### config.mk
export PLATFORM = sky130hd
export DESIGN_NAME = bpred_resolve
export DESIGN_NICKNAME = d
export VERILOG_FILES = /design/src/rtl/bpred_resolve.sv
export SDC_FILE = /design/constraint.sdc
export NUM_CORES = 1
export LEC_CHECK = 0
export CORE_MARGIN = 2
export CORE_UTILIZATION = 48
export CTS_CLUSTER_DIAMETER = 150
export CTS_CLUSTER_SIZE = 14
export DETAILED_ROUTE_END_ITERATION = 10
export MAX_ROUTING_LAYER = met4
export PLACE_DENSITY = 0.76
export SYNTH_ARGS = -nofsm -noshare
export SYNTH_HDL_FRONTEND = slang
export SYNTH_SLANG_ARGS = --single-unit
### constraint.sdc
create_clock -name clk -period 3.1 [get_ports clk]
set_input_delay 0.31 -clock clk [delete_from_list [all_inputs] [get_ports clk]]
set_output_delay 0.31 -clock clk [all_outputs]
set_load 0.02 [all_outputs]
### src/rtl/bpred_resolve.sv
// -----------------------------------------------------------------------------
// bpred_resolve
//
// Execute-side branch resolution and predictor-update generator.
//
// Compares the prediction carried down from fetch with the outcome computed
// in execute. On a mispredict it issues a one-cycle registered fetch redirect
// and RAS repair pulses, then ignores wrong-path branches for SQUASH_CYCLES
// cycles. Every resolved branch (hit or miss) is queued as an update record
// in a small FIFO that drains into the predictor whenever it is not stalled.
//
// Ports:
//   clk, reset_n                 clock (rising edge) / async active-low reset
//   ex_valid, ex_isBranch        execute slot holds a control transfer
//   ex_isCall, ex_isRet          call / return decode
//   ex_PC4                       PC+4 of the branch
//   ex_actual_dir/_target        resolved outcome
//   ex_pred_dir/_target          fetch-time prediction
//   ex_bimodal                   fetch-time bimodal info, carried unchanged
//   soin_bpredictor_stall        predictor cannot take an update this cycle
//   ex_stall                     backpressure to execute (update FIFO full)
//   redirect_valid/_PC           one-cycle fetch redirect
//   execute_missPred             RAS repair: mispredict pulse
//   execute_c_r_after_r          RAS repair: call/ret following a ret
//   execute_isCall               RAS repair: mispredicted branch was a call
//   execute_bpredictor_*         head record of the update FIFO
// -----------------------------------------------------------------------------
module bpred_resolve #(
   parameter int DEPTH         = 4,
   parameter int SQUASH_CYCLES = 2
) (
   input  logic        clk,
   input  logic        reset_n,
   input  logic        ex_valid,
   input  logic        ex_isBranch,
   input  logic        ex_isCall,
   input  logic        ex_isRet,
   input  logic [31:0] ex_PC4,
   input  logic        ex_actual_dir,
   input  logic [31:0] ex_actual_target,
   input  logic        ex_pred_dir,
   input  logic [31:0] ex_pred_target,
   input  logic [11:0] ex_bimodal,
   input  logic        soin_bpredictor_stall,
   output logic        ex_stall,
   output logic        redirect_valid,
   output logic [31:0] redirect_PC,
   output logic        execute_missPred,
   output logic        execute_c_r_after_r,
   output logic        execute_isCall,
   output logic        execute_bpredictor_update,
   output logic [31:0] execute_bpredictor_PC4,
   output logic [31:0] execute_bpredictor_target,
   output logic        execute_bpredictor_dir,
   output logic        execute_bpredictor_miss,
   output logic [11:0] execute_bpredictor_bimodal
);

   localparam int AW = $clog2(DEPTH);

   localparam logic [0:0] ST_IDLE   = 1'b0;
   localparam logic [0:0] ST_SQUASH = 1'b1;

   localparam logic [3:0]  SQUASH_LOAD = 4'(SQUASH_CYCLES);
   localparam logic [AW:0] FULL_COUNT  = (AW + 1)'(DEPTH);

   // ------------------------------------------------------------------
   // State
   // ------------------------------------------------------------------
   logic [0:0]    state_reg, state_next;
   logic [3:0]    squash_cnt_reg, squash_cnt_next;
   logic          last_was_ret_reg;

   logic [AW-1:0] wr_ptr_reg;
   logic [AW-1:0] rd_ptr_reg;
   logic [AW:0]   count_reg;

   // Update FIFO storage (no reset needed: only entries below count are read)
   logic [31:0]   mem_pc4     [DEPTH];
   logic [31:0]   mem_target  [DEPTH];
   logic          mem_dir     [DEPTH];
   logic          mem_miss    [DEPTH];
   logic [11:0]   mem_bimodal [DEPTH];

   // ------------------------------------------------------------------
   // Resolution
   // ------------------------------------------------------------------
   logic        empty;
   logic        full;
   logic        squashing;
   logic        resolve;
   logic        miss;
   logic        resolve_miss;
   logic [31:0] correct_pc;
   logic        push;
   logic        pop;

   assign empty     = (count_reg == '0);
   assign full      = (count_reg == FULL_COUNT);
   assign squashing = (state_reg == ST_SQUASH);
   assign ex_stall  = full;

   // A full FIFO holds the branch in execute, so it must not resolve yet:
   // otherwise it would redirect without ever producing its update record.
   assign resolve = ex_valid & ex_isBranch & ~squashing & ~full;

   // Target only matters when the branch is actually taken.
   assign miss = (ex_pred_dir != ex_actual_dir) |
                 (ex_actual_dir & (ex_pred_target != ex_actual_target));

   assign resolve_miss = resolve & miss;
   assign correct_pc   = ex_actual_dir ? ex_actual_target : ex_PC4;

   assign push = resolve;
   assign pop  = ~soin_bpredictor_stall & ~empty;

   // ------------------------------------------------------------------
   // Squash FSM
   // ------------------------------------------------------------------
   always_comb begin
      state_next      = state_reg;
      squash_cnt_next = squash_cnt_reg;
      case (state_reg)
         ST_IDLE: begin
            if (resolve_miss) begin
               state_next      = ST_SQUASH;
               squash_cnt_next = SQUASH_LOAD;
            end
         end
         ST_SQUASH: begin
            // Counter reaching zero on this edge ends the window, so the
            // branch presented in the following cycle resolves normally.
            if (squash_cnt_reg <= 4'd1) begin
               state_next      = ST_IDLE;
               squash_cnt_next = 4'd0;
            end else begin
               squash_cnt_next = squash_cnt_reg - 4'd1;
            end
         end
         default: begin
            state_next      = ST_IDLE;
            squash_cnt_next = 4'd0;
         end
      endcase
   end

   always_ff @(posedge clk or negedge reset_n) begin
      if (!reset_n) begin
         state_reg        <= ST_IDLE;
         squash_cnt_reg   <= 4'd0;
         last_was_ret_reg <= 1'b0;
      end else begin
         state_reg      <= state_next;
         squash_cnt_reg <= squash_cnt_next;
         if (resolve) begin
            last_was_ret_reg <= ex_isRet;
         end
      end
   end

   // ------------------------------------------------------------------
   // Redirect and RAS repair pulses (registered, self-clearing)
   // ------------------------------------------------------------------
   always_ff @(posedge clk or negedge reset_n) begin
      if (!reset_n) begin
         redirect_valid      <= 1'b0;
         redirect_PC         <= 32'd0;
         execute_missPred    <= 1'b0;
         execute_c_r_after_r <= 1'b0;
         execute_isCall      <= 1'b0;
      end else begin
         redirect_valid      <= resolve_miss;
         redirect_PC         <= resolve_miss ? correct_pc : 32'd0;
         execute_missPred    <= resolve_miss;
         // Uses the value of last_was_ret before this branch updates it.
         execute_c_r_after_r <= resolve_miss & (ex_isCall | ex_isRet) & last_was_ret_reg;
         execute_isCall      <= resolve_miss & ex_isCall;
      end
   end

   // ------------------------------------------------------------------
   // Update FIFO
   // ------------------------------------------------------------------
   always_ff @(posedge clk) begin
      if (push) begin
         mem_pc4[wr_ptr_reg]     <= ex_PC4;
         mem_target[wr_ptr_reg]  <= ex_actual_target;
         mem_dir[wr_ptr_reg]     <= ex_actual_dir;
         mem_miss[wr_ptr_reg]    <= miss;
         mem_bimodal[wr_ptr_reg] <= ex_bimodal;
      end
   end

   always_ff @(posedge clk or negedge reset_n) begin
      if (!reset_n) begin
         wr_ptr_reg <= '0;
         rd_ptr_reg <= '0;
         count_reg  <= '0;
      end else begin
         if (push) begin
            wr_ptr_reg <= wr_ptr_reg + 1'b1;
         end
         if (pop) begin
            rd_ptr_reg <= rd_ptr_reg + 1'b1;
         end
         case ({push, pop})
            2'b10:   count_reg <= count_reg + 1'b1;
            2'b01:   count_reg <= count_reg - 1'b1;
            default: count_reg <= count_reg;
         endcase
      end
   end

   // Head record is presented directly; fields read as zero while empty so
   // stale storage never leaks onto the update port.
   assign execute_bpredictor_update  = ~empty;
   assign execute_bpredictor_PC4     = empty ? 32'd0 : mem_pc4[rd_ptr_reg];
   assign execute_bpredictor_target  = empty ? 32'd0 : mem_target[rd_ptr_reg];
   assign execute_bpredictor_dir     = empty ? 1'b0  : mem_dir[rd_ptr_reg];
   assign execute_bpredictor_miss    = empty ? 1'b0  : mem_miss[rd_ptr_reg];
   assign execute_bpredictor_bimodal = empty ? 12'd0 : mem_bimodal[rd_ptr_reg];

endmodule

**Word-level counts from Yosys, hierarchy flattened**

Memories as Yosys holds them, arrays and structs flattened.
Index checks and enable logic that the tools add are counted.

- RAM bits: 312
- Memories: 5
- Bits in registers: 48
- Bits of input ports: 117

- Bitwise operators: 15
- Equality and inequality tests: 6
- Order comparisons: 1
- Muxes and demuxes: 16
- $add $sub $neg: 5
- Reductions and logical operators: 2

Memory list:

| name | depth | width | rd ports | clocked after Yosys merged registers in | wr ports | line | source |
|---|---|---|---|---|---|---|---|
| mem_pc4 | 4 | 32 | 1 | 0 | 1 | 79 | `logic [31:0] mem_pc4 [DEPTH];` |
| mem_target | 4 | 32 | 1 | 0 | 1 | 80 | `logic [31:0] mem_target [DEPTH];` |
| mem_bimodal | 4 | 12 | 1 | 0 | 1 | 83 | `logic [11:0] mem_bimodal [DEPTH];` |
| mem_dir | 4 | 1 | 1 | 0 | 1 | 81 | `logic mem_dir [DEPTH];` |
| mem_miss | 4 | 1 | 1 | 0 | 1 | 82 | `logic mem_miss [DEPTH];` |

Operators with widths:

| operator | count |
|---|---|
| 32-bit two-way mux | 4 |
| 32-bit inequality test | 1 |
| 12-bit two-way mux | 1 |
| 1-bit AND | 9 |
| 4-bit two-way mux | 2 |
| 4-bit case mux with 2 select lines | 1 |
| 1-bit two-way mux | 6 |
| 3-bit case mux with 2 select lines | 1 |
| 2-bit by 1-bit adder with 2-bit output (second input constant) | 2 |
| 4-bit by 1-bit <= comparator with 1-bit output (second input constant) | 1 |
| 1-bit NOT | 4 |
| 4-bit by 1-bit subtractor with 4-bit output (second input constant) | 1 |
| 3-bit by 1-bit adder with 3-bit output (second input constant) | 1 |
| 3-bit == test (second input constant) | 1 |
| 3-bit zero test | 1 |
| 3-bit by 1-bit subtractor with 3-bit output (second input constant) | 1 |
| 2-bit by 1-bit == test with 1-bit output (second input constant) | 1 |
| 2-bit == test (second input constant) | 1 |
| 2-bit inequality test (second input constant) | 1 |
| 1-bit OR | 2 |
| 1-bit case mux with 2 select lines | 1 |
| 2-bit nonzero test | 1 |
| 1-bit inequality test | 1 |

**Logic depth before layout (Yosys ltp)**

Gate-level depths: netlist (run 1).

- Depth in word-level cells: 6
- Mapped depth: 10

**Worst setup path before layout (run 1)**

OpenSTA, ideal clock, no wires.

- Path type: register -> register
- Start: register count_reg[0]
- End: memory mem_bimodal[0][0], enable pin
- Setup slack: -0.152 ns
- Data required time: 2.655 ns
- Path buffers: 0
- Arrival: 2.807 ns
- Cell stages (with the launch flop): 5
- Period minus slack after synthesis: 3.252 ns
- Path through: dfrtp_1 -> inv_2 -> and3_4 -> nor3_4 -> and2_1

- Cells in the longest elaborated chain, start to end: 5

Ends and longest elaborated chain:

| item | line | source |
|---|---|---|
| start, declared | 76 | `logic [AW:0] count_reg;` |
| start signal, assigned | 207 | `2'b10: count_reg <= count_reg + 1'b1;` |
| start signal, assigned | 208 | `2'b01: count_reg <= count_reg - 1'b1;` |
| start signal, assigned | 209 | `default: count_reg <= count_reg;` |
| 3-bit == test | 99 | `assign full = (count_reg == FULL_COUNT);` |
| named net ex_stall | 45 | `output logic ex_stall,` |
| 1-bit NOT | 105 | `assign resolve = ex_valid & ex_isBranch & ~squashing & ~full;` |
| 1-bit AND | 105 |  |
| 1-bit two-way mux | 185 | `if (push) begin` |
| 1-bit two-way mux (implied by the code) | 190 | `mem_bimodal[wr_ptr_reg] <= ex_bimodal;` |
| end, declared | 83 |  |

The timed path passes the listed nets, and every way through them passes these cells.

**Final worst setup path (run 1)**

- Start: register rd_ptr_reg[0]
- End: output port execute_bpredictor_target[9]

- Cells in the longest elaborated chain, start to end: 2

Ends and longest elaborated chain:

| item | line | source |
|---|---|---|
| start, declared | 75 | `logic [AW-1:0] rd_ptr_reg;` |
| start signal, assigned | 204 | `rd_ptr_reg <= rd_ptr_reg + 1'b1;` |
| memory read 4 x 32 bit | - |  |
| 32-bit two-way mux | 218 | `assign execute_bpredictor_target = empty ? 32'd0 : mem_target[rd_ptr_reg];` |
| end, declared | 53 | `output logic [31:0] execute_bpredictor_target,` |

No other way between the ends.

==> results of run 1 <==
[cell type report]
cell class	instances	area, sq um	share of cell area, %
Clock buffer	51	808	4.48
Multi-Input combinational cell	313	3440	19.1
Sequential cell	360	10600	58.7
Tap cell	384	480	2.67
Antenna cell	2	5.00	0.0278
Inverter	10	37.5	0.208
Timing Repair Buffer	255	2650	14.7
Clock inverter	1	30.0	0.167
[synth_stat cells, types with 2 or more instances]
master    number  area share (%)
or3_1          2           0.088
inv_1          8            0.21
nand4_1        7            0.31
xnor2_1       32             2.0
o21ai_0        2           0.070
xor2_1         6            0.37
edfxtp_1     312              66
and2_1        82             3.6
nor2_1        38             1.0
clkbuf_1      24            0.63
dfrtp_1       48             8.5
and3_1         2           0.088
o31ai_1        2            0.11
inv_2          2           0.053
mux4_2        78              12
buf_2          9            0.32
a31o_2         3            0.19
nor4_1         2           0.088
nand2_1        4            0.11
mux2i_1       33             2.3
nand2b_1       2           0.088
ha_1           7            0.62
buf_6          2            0.16
nand3_1        2           0.070
[stage by stage]
| step | total power [W] | worst slack [ps] |
|---|---|---|
| after global placement | 0.0122 | 291 |
| final | 0.0155 | 117 |
| after global routing | 0.0162 | 15.3 |
| after floorplan | 0.00958 | 693 |
| after CTS | 0.0157 | 43.5 |
| after detailed placement | 0.0123 | 238 |
[worst max-delay path: cells and delay by family (launching register included)]
| family | cells | cell delay [ps] |
|---|---|---|
| buffers and inverters | 2 | 870 |
| muxes | 1 | 570 |
| DFF | 1 | 450 |
| and+or+nand+nor | 1 | 200 |
[cells in the final DEF, fill, tap and decap left out, types with 4 or more instances in the layout]
cell,synthesis,final
and2_1,82,78
and2_4,0,4
buf_12,0,11
buf_4,1,10
clkbuf_1,24,22
clkbuf_16,0,29
clkdlybuf4s50_1,0,230
dfrtp_1,48,46
edfxtp_1,312,312
ha_1,7,7
inv_1,8,8
mux2i_1,33,33
mux4_2,78,78
nand2_1,4,4
nand4_1,7,7
nor2_1,38,38
xnor2_1,32,32
xor2_1,6,6
[power groups by stage]
stage,clock network [W],registers [W],logic [W]
6_report,0.00340,0.00599,0.00608
2_1_floorplan,0,0.00605,0.00352
3_5_place_dp,0,0.00609,0.00617
5_1_grt,0.00365,0.00603,0.00650
3_3_place_gp,0,0.00607,0.00611
4_1_cts,0.00348,0.00599,0.00620
[repair_timing]
action | in CTS | in global routing
hold buffers | 1 | 0
resized for setup | 0 | 2
hold endpoints to repair | 28 | 0
setup buffers | 0 | 0
setup endpoints to repair | 0 | 7
[how the worst min path moves through the flow]
stage                             start                         to  depth (start not counted)
after floorplan                 reset_n   count_reg[0]$_DFFE_PN0P_                          0
after global placement          reset_n  redirect_PC[17]$_DFF_PN0_                          1
after detailed placement        reset_n  redirect_PC[17]$_DFF_PN0_                          1
after CTS                 ex_actual_dir  redirect_PC[12]$_DFF_PN0_                          3
after global routing      ex_actual_dir  redirect_PC[19]$_DFF_PN0_                          3
final                     ex_actual_dir   redirect_PC[6]$_DFF_PN0_                          3
[logic make-up (layout without fill, tap and decap cells)]
logic type / after synthesis / in the layout / synth area share, %
compound gates: 9 / 9 / 0.458
other cells: 0 / 2 / 0
mux: 112 / 112 / 14.8
flops: 360 / 360 / 74.4
simple gates: 146 / 146 / 5.81
fa+ha+maj: 8 / 8 / 0.758
xor+xnor: 38 / 38 / 2.34
buf+inv: 46 / 317 / 1.43
[layer usage]
layer	vias up	global-route usage, %
met4	0	4.20
met5	-	-
met2	301	33.8
met3	44	3.64
met1	3824	29.5
li1	3288	-
==> impl_results.md, run 1 <==
* Status: completed
* Die Wd at 176 um
* DRC viols at 0
* Avg Inst Size Synth at 19.8 sq um
* Layout area overhead at 26.9%
* Sink Count at 360
* Crit path DAT at 2670 ps
* Top layer in use: met4
* R2R Path End: count_reg[2]$_DFFE_PN0P_
* Slowest-stage cell, CP: mux4_2
* Maximum VDD drop at 0.000574 V
* Total grt overflow at 0
* Critical Path RT at 2790 ps
* Layout cells sized above 1 at 14.9%
* Clock H-tree levels at 1
* Max_slew headroom at 48.6%
* Rows at 62
* Total nets after synthesis at 844
* DRT antenna net count at 0
* Fin cells at 1,376
* Largest net degree at the start of global routing at 47
* Clk slew on worst S/H paths at 70 ps
* Crit path largest cell delay at 570 ps
* # fillers at 2,041
* Reg2reg setup slack at 910 ps
* Leak Pwr at 6.13 nW
* Power share of the combinational group at 39.3%
* Met3 wire length at 2180 um
* DRT iter0 DRCs at 573
* Top flop regs: mem_pc4 (128), mem_target (128), mem_bimodal (48)
* Period utilization at 96.2%
* Final hold vios at 0
* Critical path class: flip-flop to output pin
* Synth unique cells at 34
* #FFs+latches synth at 360
* CP Launch Type: flip-flop
* Yosys Warn Count at 0
* PD cells at 858 nW/um^2
* NumNets Final at 1,094
* Top_reg_cell synth: edfxtp_1
* Drt total wl at 31,600 um
* Final Util at 62.3%
* Cells after synthesis at 719
* Clock power frac at 22.0%
* Antenna violations before repair at 2
* Slew @ Worst Pin at 772 ps
* HPWL Detailed at 20,400 um
* Longest Clk Path Bufs at 3
* Launch point of the worst reg-to-reg path: count_reg[0]$_DFFE_PN0P_
* Setup TNS at 0 ps
* Cell Int Power at 0.0107 W
* Min-delay worst type: primary input to flip-flop
* Fmax at 335 MHz
* Critical-path cell list: buf_16 -> mux4_2 -> and2_1 -> clkdlybuf4s50_1
* Wire per inst at 23.0 um
* Metal-1 WL at 13,300 um
* RSZ-0062 raised after global routing: no
* Final hold slack at 328 ps
* Initial core utilization at 49.1%
* Num CTS Buffers at 29
* Port buffer count at 232
* CTS tree: built
* FFs w/ async S/R, synth at 13.3%
* Count of pins over their slew limit at 0
* Die H at 176 um
* DR vias at 7,457
* Total die area at 31,000 sq um
* Vias in the first global route at 7,696
* Core area at 28,900 sq um
* Placed Instance Area at 17,200 sq um
* Sequential share of the synthesized area at 74.4%
* Gr usage total at 21.2%
* CP max FO at 46
* Maxcap violations at 0
* P_sw at 0.00478 W
* Worst setup EP type: output pin
* First-pass DRT Iterations at 5
* Drt via density at 5.42
* Placed cells at 1,321
* CP startpoint: rd_ptr_reg[0]$_DFFE_PN0P_
* Crit path time final at 2980 ps
* Post-synth EDFFs at 312
* Syn Std Cell Area at 14,200 sq um
* Net Sw Frac at 30.9%
* Final GP Congestion at 0.765
* Worst clock skew at 11.1 ps
* Final setup viols at 0
* Metal2 WL at 15,500 um
* Root Buffer: clkbuf_16
* CP Capture Point: execute_bpredictor_target[9]
* Worst skew pair latency at 540 ps
* Reg power frac at 38.7%
* Reg2reg path depth at 8
* Post-layout instance area at 18,000 sq um
* Io pins at 233
* First-pass GRT wire length at 47,600 um
(Power assumes the default switching activity.)
==> run 2: changes to the inputs <==
--- a/config.mk
+++ b/config.mk
@@ -10,6 +10,7 @@
 export CTS_CLUSTER_DIAMETER = 150
 export CTS_CLUSTER_SIZE = 14
 export DETAILED_ROUTE_END_ITERATION = 10
+export GPL_TIMING_DRIVEN = 0
 export MAX_ROUTING_LAYER = met4
 export PLACE_DENSITY = 0.76
 export SYNTH_ARGS = -nofsm -noshare
==> run 2 against run 1 <==
Maximum frequency rose by 0.31%. Setup slack gained 9.3 ps. Wire length grew 1.2%. Final area hardly changed. Highest routed layer unchanged. Register-to-register slack got worse by 230 ps. First-iteration DRC count is 11% higher. Critical path type unchanged. Largest cell class unchanged. Cell count up 1.1%. Sequential share of layout area is essentially flat. Largest power group unchanged. Sequential power is essentially flat. Total power is 0.14% higher. Combinational power up 0.8%. Utilization about the same.
==> impl_results.md, run 2 (synthesis results as in run 1) <==
* First-pass GRT wire length at 47,400 um (-0.48%)
* Critical path class: flip-flop to output pin
* Leak Pwr at 6.14 nW (+0.17%)
* Total grt overflow at 0 (unchanged)
* Initial core utilization at 49.1% (unchanged)
* Final GP Congestion at 0.755 (-1.3%)
* CTS tree: built
* Reg2reg setup slack at 680 ps (-230 ps)
* Setup TNS at 0 ps (unchanged)
* Sink Count at 360 (unchanged)
* HPWL Detailed at 21,400 um (+5.2%)
* Io pins at 233 (unchanged)
* PD cells at 860 nW/um^2 (+0.19%)
* Longest Clk Path Bufs at 3 (unchanged)
* Top flop regs: mem_pc4 (128), mem_target (128), mem_bimodal (48)
* Layout cells sized above 1 at 15.0% (+0.060 points)
* Final hold vios at 0 (unchanged)
* Root Buffer: clkbuf_16
* Final setup viols at 0 (unchanged)
* DRT iter0 DRCs at 636 (+11%)
* Critical Path RT at 2790 ps (about the same)
* DR vias at 7,537 (+1.1%)
* Port buffer count at 232 (unchanged)
* Layout area overhead at 26.9% (about the same)
* RSZ-0062 raised after global routing: no
* Worst setup EP type: output pin
* Total power at 0.0155 W (+0.14%)
* CP max FO at 10 (-78%)
* Wire per inst at 23.0 um (+0.13%)
* Worst clock skew at 7.46 ps (-3.64 ps)
* R2R Path End: mem_target[2][11]$_DFFE_PP_
* NumNets Final at 1,110 (+1.5%)
* Crit-path most repeated cell: clkbuf_2
* Drt total wl at 32,000 um (+1.2%)
* Vias in the first global route at 7,884 (+2.4%)
* Crit path DAT at 2660 ps (about the same)
* Most common cell after layout, fill and taps aside: edfxtp_1
* Crit path time final at 2970 ps (-9.31 ps)
* Rows at 62 (unchanged)
* Clock H-tree levels at 1 (unchanged)
* Antenna violations before repair at 1 (-1)
* Reg2reg path depth at 5 (-3)
* Period utilization at 95.9% (-0.30 points)
* Die H at 176 um (unchanged)
* Maximum VDD drop at 0.000476 V (-17%)
* Maxcap violations at 0 (unchanged)
* Status: completed
* Die Wd at 176 um (unchanged)
* Slowest-stage cell, CP: clkdlybuf4s50_1
* Clk slew on worst S/H paths at 70 ps (about the same)
* Fmax at 336 MHz (+0.31%)
* CP Launch Type: flip-flop
* Count of pins over their slew limit at 0 (unchanged)
* Max_slew headroom at 33.8% (-15 points)
* Critical-path cell list: or3_4 -> clkbuf_2 -> clkbuf_2 -> and2_1 -> clkdlybuf4s50_1
* Num CTS Buffers at 29 (unchanged)
* Fin cells at 1,391 (+1.1%)
* DRC viols at 0 (unchanged)
* Gr usage total at 21.3% (+0.092 points)
* Final Util at 62.3% (about the same)
* Crit path largest cell delay at 540 ps (-30 ps)
* Core area at 28,900 sq um (unchanged)
* Placed cells at 1,340 (+1.4%)
* Worst skew pair latency at 540 ps (about the same)
* Commonest non-fill, non-tap cells in the layout: edfxtp_1 (312), clkdlybuf4s50_1 (231), mux4_2 (78), and2_1 (78), dfrtp_1 (46)
* Launch point of the worst reg-to-reg path: count_reg[0]$_DFFE_PN0P_
* First-pass DRT Iterations at 5 (unchanged)
* Slew @ Worst Pin at 994 ps (+222 ps)
* Total die area at 31,000 sq um (unchanged)
* Min-delay worst type: primary input to async pin
* Largest net degree at the start of global routing at 49 (+4.3%)
* DRT antenna net count at 0 (unchanged)
* Drt via density at 5.42 (about the same)
* Post-CTS Setup Repair Bufs at 0 (unchanged)
* Final hold slack at 318 ps (-10.4 ps)
-- run 2: power by group --
group          switching [W]  internal [W]
registers           0.000187       0.00579
clock network        0.00158       0.00180
logic                0.00308       0.00306
total                0.00484        0.0106
-- run 2: layer usage --
layer / up-vias / routed length [um] / global-route usage [%]
li1: 3323 / - / -
met4: 0 / 588 / 4.61
met1: 3897 / 13300 / 28.8
met2: 278 / 15900 / 34.5
met3: 39 / 2180 / 3.90
met5: - / 0 / -
-- run 2: worst max path at each step --
stage | to | cells after the start | from
3_3_place_gp | mem_pc4[0][18]$_DFFE_PP_ | 4 | ex_valid
2_1_floorplan | mem_bimodal[0][0]$_DFFE_PP_ | 4 | count_reg[0]$_DFFE_PN0P_
5_1_grt | execute_bpredictor_target[24] | 5 | count_reg[0]$_DFFE_PN0P_
4_1_cts | execute_bpredictor_bimodal[3] | 4 | rd_ptr_reg[1]$_DFFE_PN0P_
6_report | execute_bpredictor_target[24] | 5 | count_reg[0]$_DFFE_PN0P_
3_5_place_dp | execute_bpredictor_target[29] | 6 | rd_ptr_reg[1]$_DFFE_PN0P_
-- run 2: timing repair --
item                                    CTS  global route
hold buffers                              1             0
gates resized for setup                  19             4
hold endpoints to repair                 21             0
endpoints found under the setup margin   78            14
-- run 2: final cells by class --
class                           instances  area, sq um
Antenna cell                            1         2.50
Buffer                                 33          190
Clock buffer                           52          833
Fill cell                            2041        10900
Inverter                               10         37.5
Multi-Input combinational cell        313         3440
Sequential cell                       360        10600
Tap cell                              384          480
Timing Repair Buffer                  238         2460
-- run 2: critical path, delay by kind of cell, from the launching register on --
kind,cells,cell delay (ps)
buffers and inverters,3,1030
flip-flops,1,420
AND/OR/NAND/NOR,2,670
-- run 2: stage by stage --
step	worst slack (ps)	area [sq um]
2_1_floorplan	693	14200
3_3_place_gp	-450	17000
3_5_place_dp	-51.2	17100
4_1_cts	0.556	18000
5_1_grt	17.7	18000
6_report	126	18000
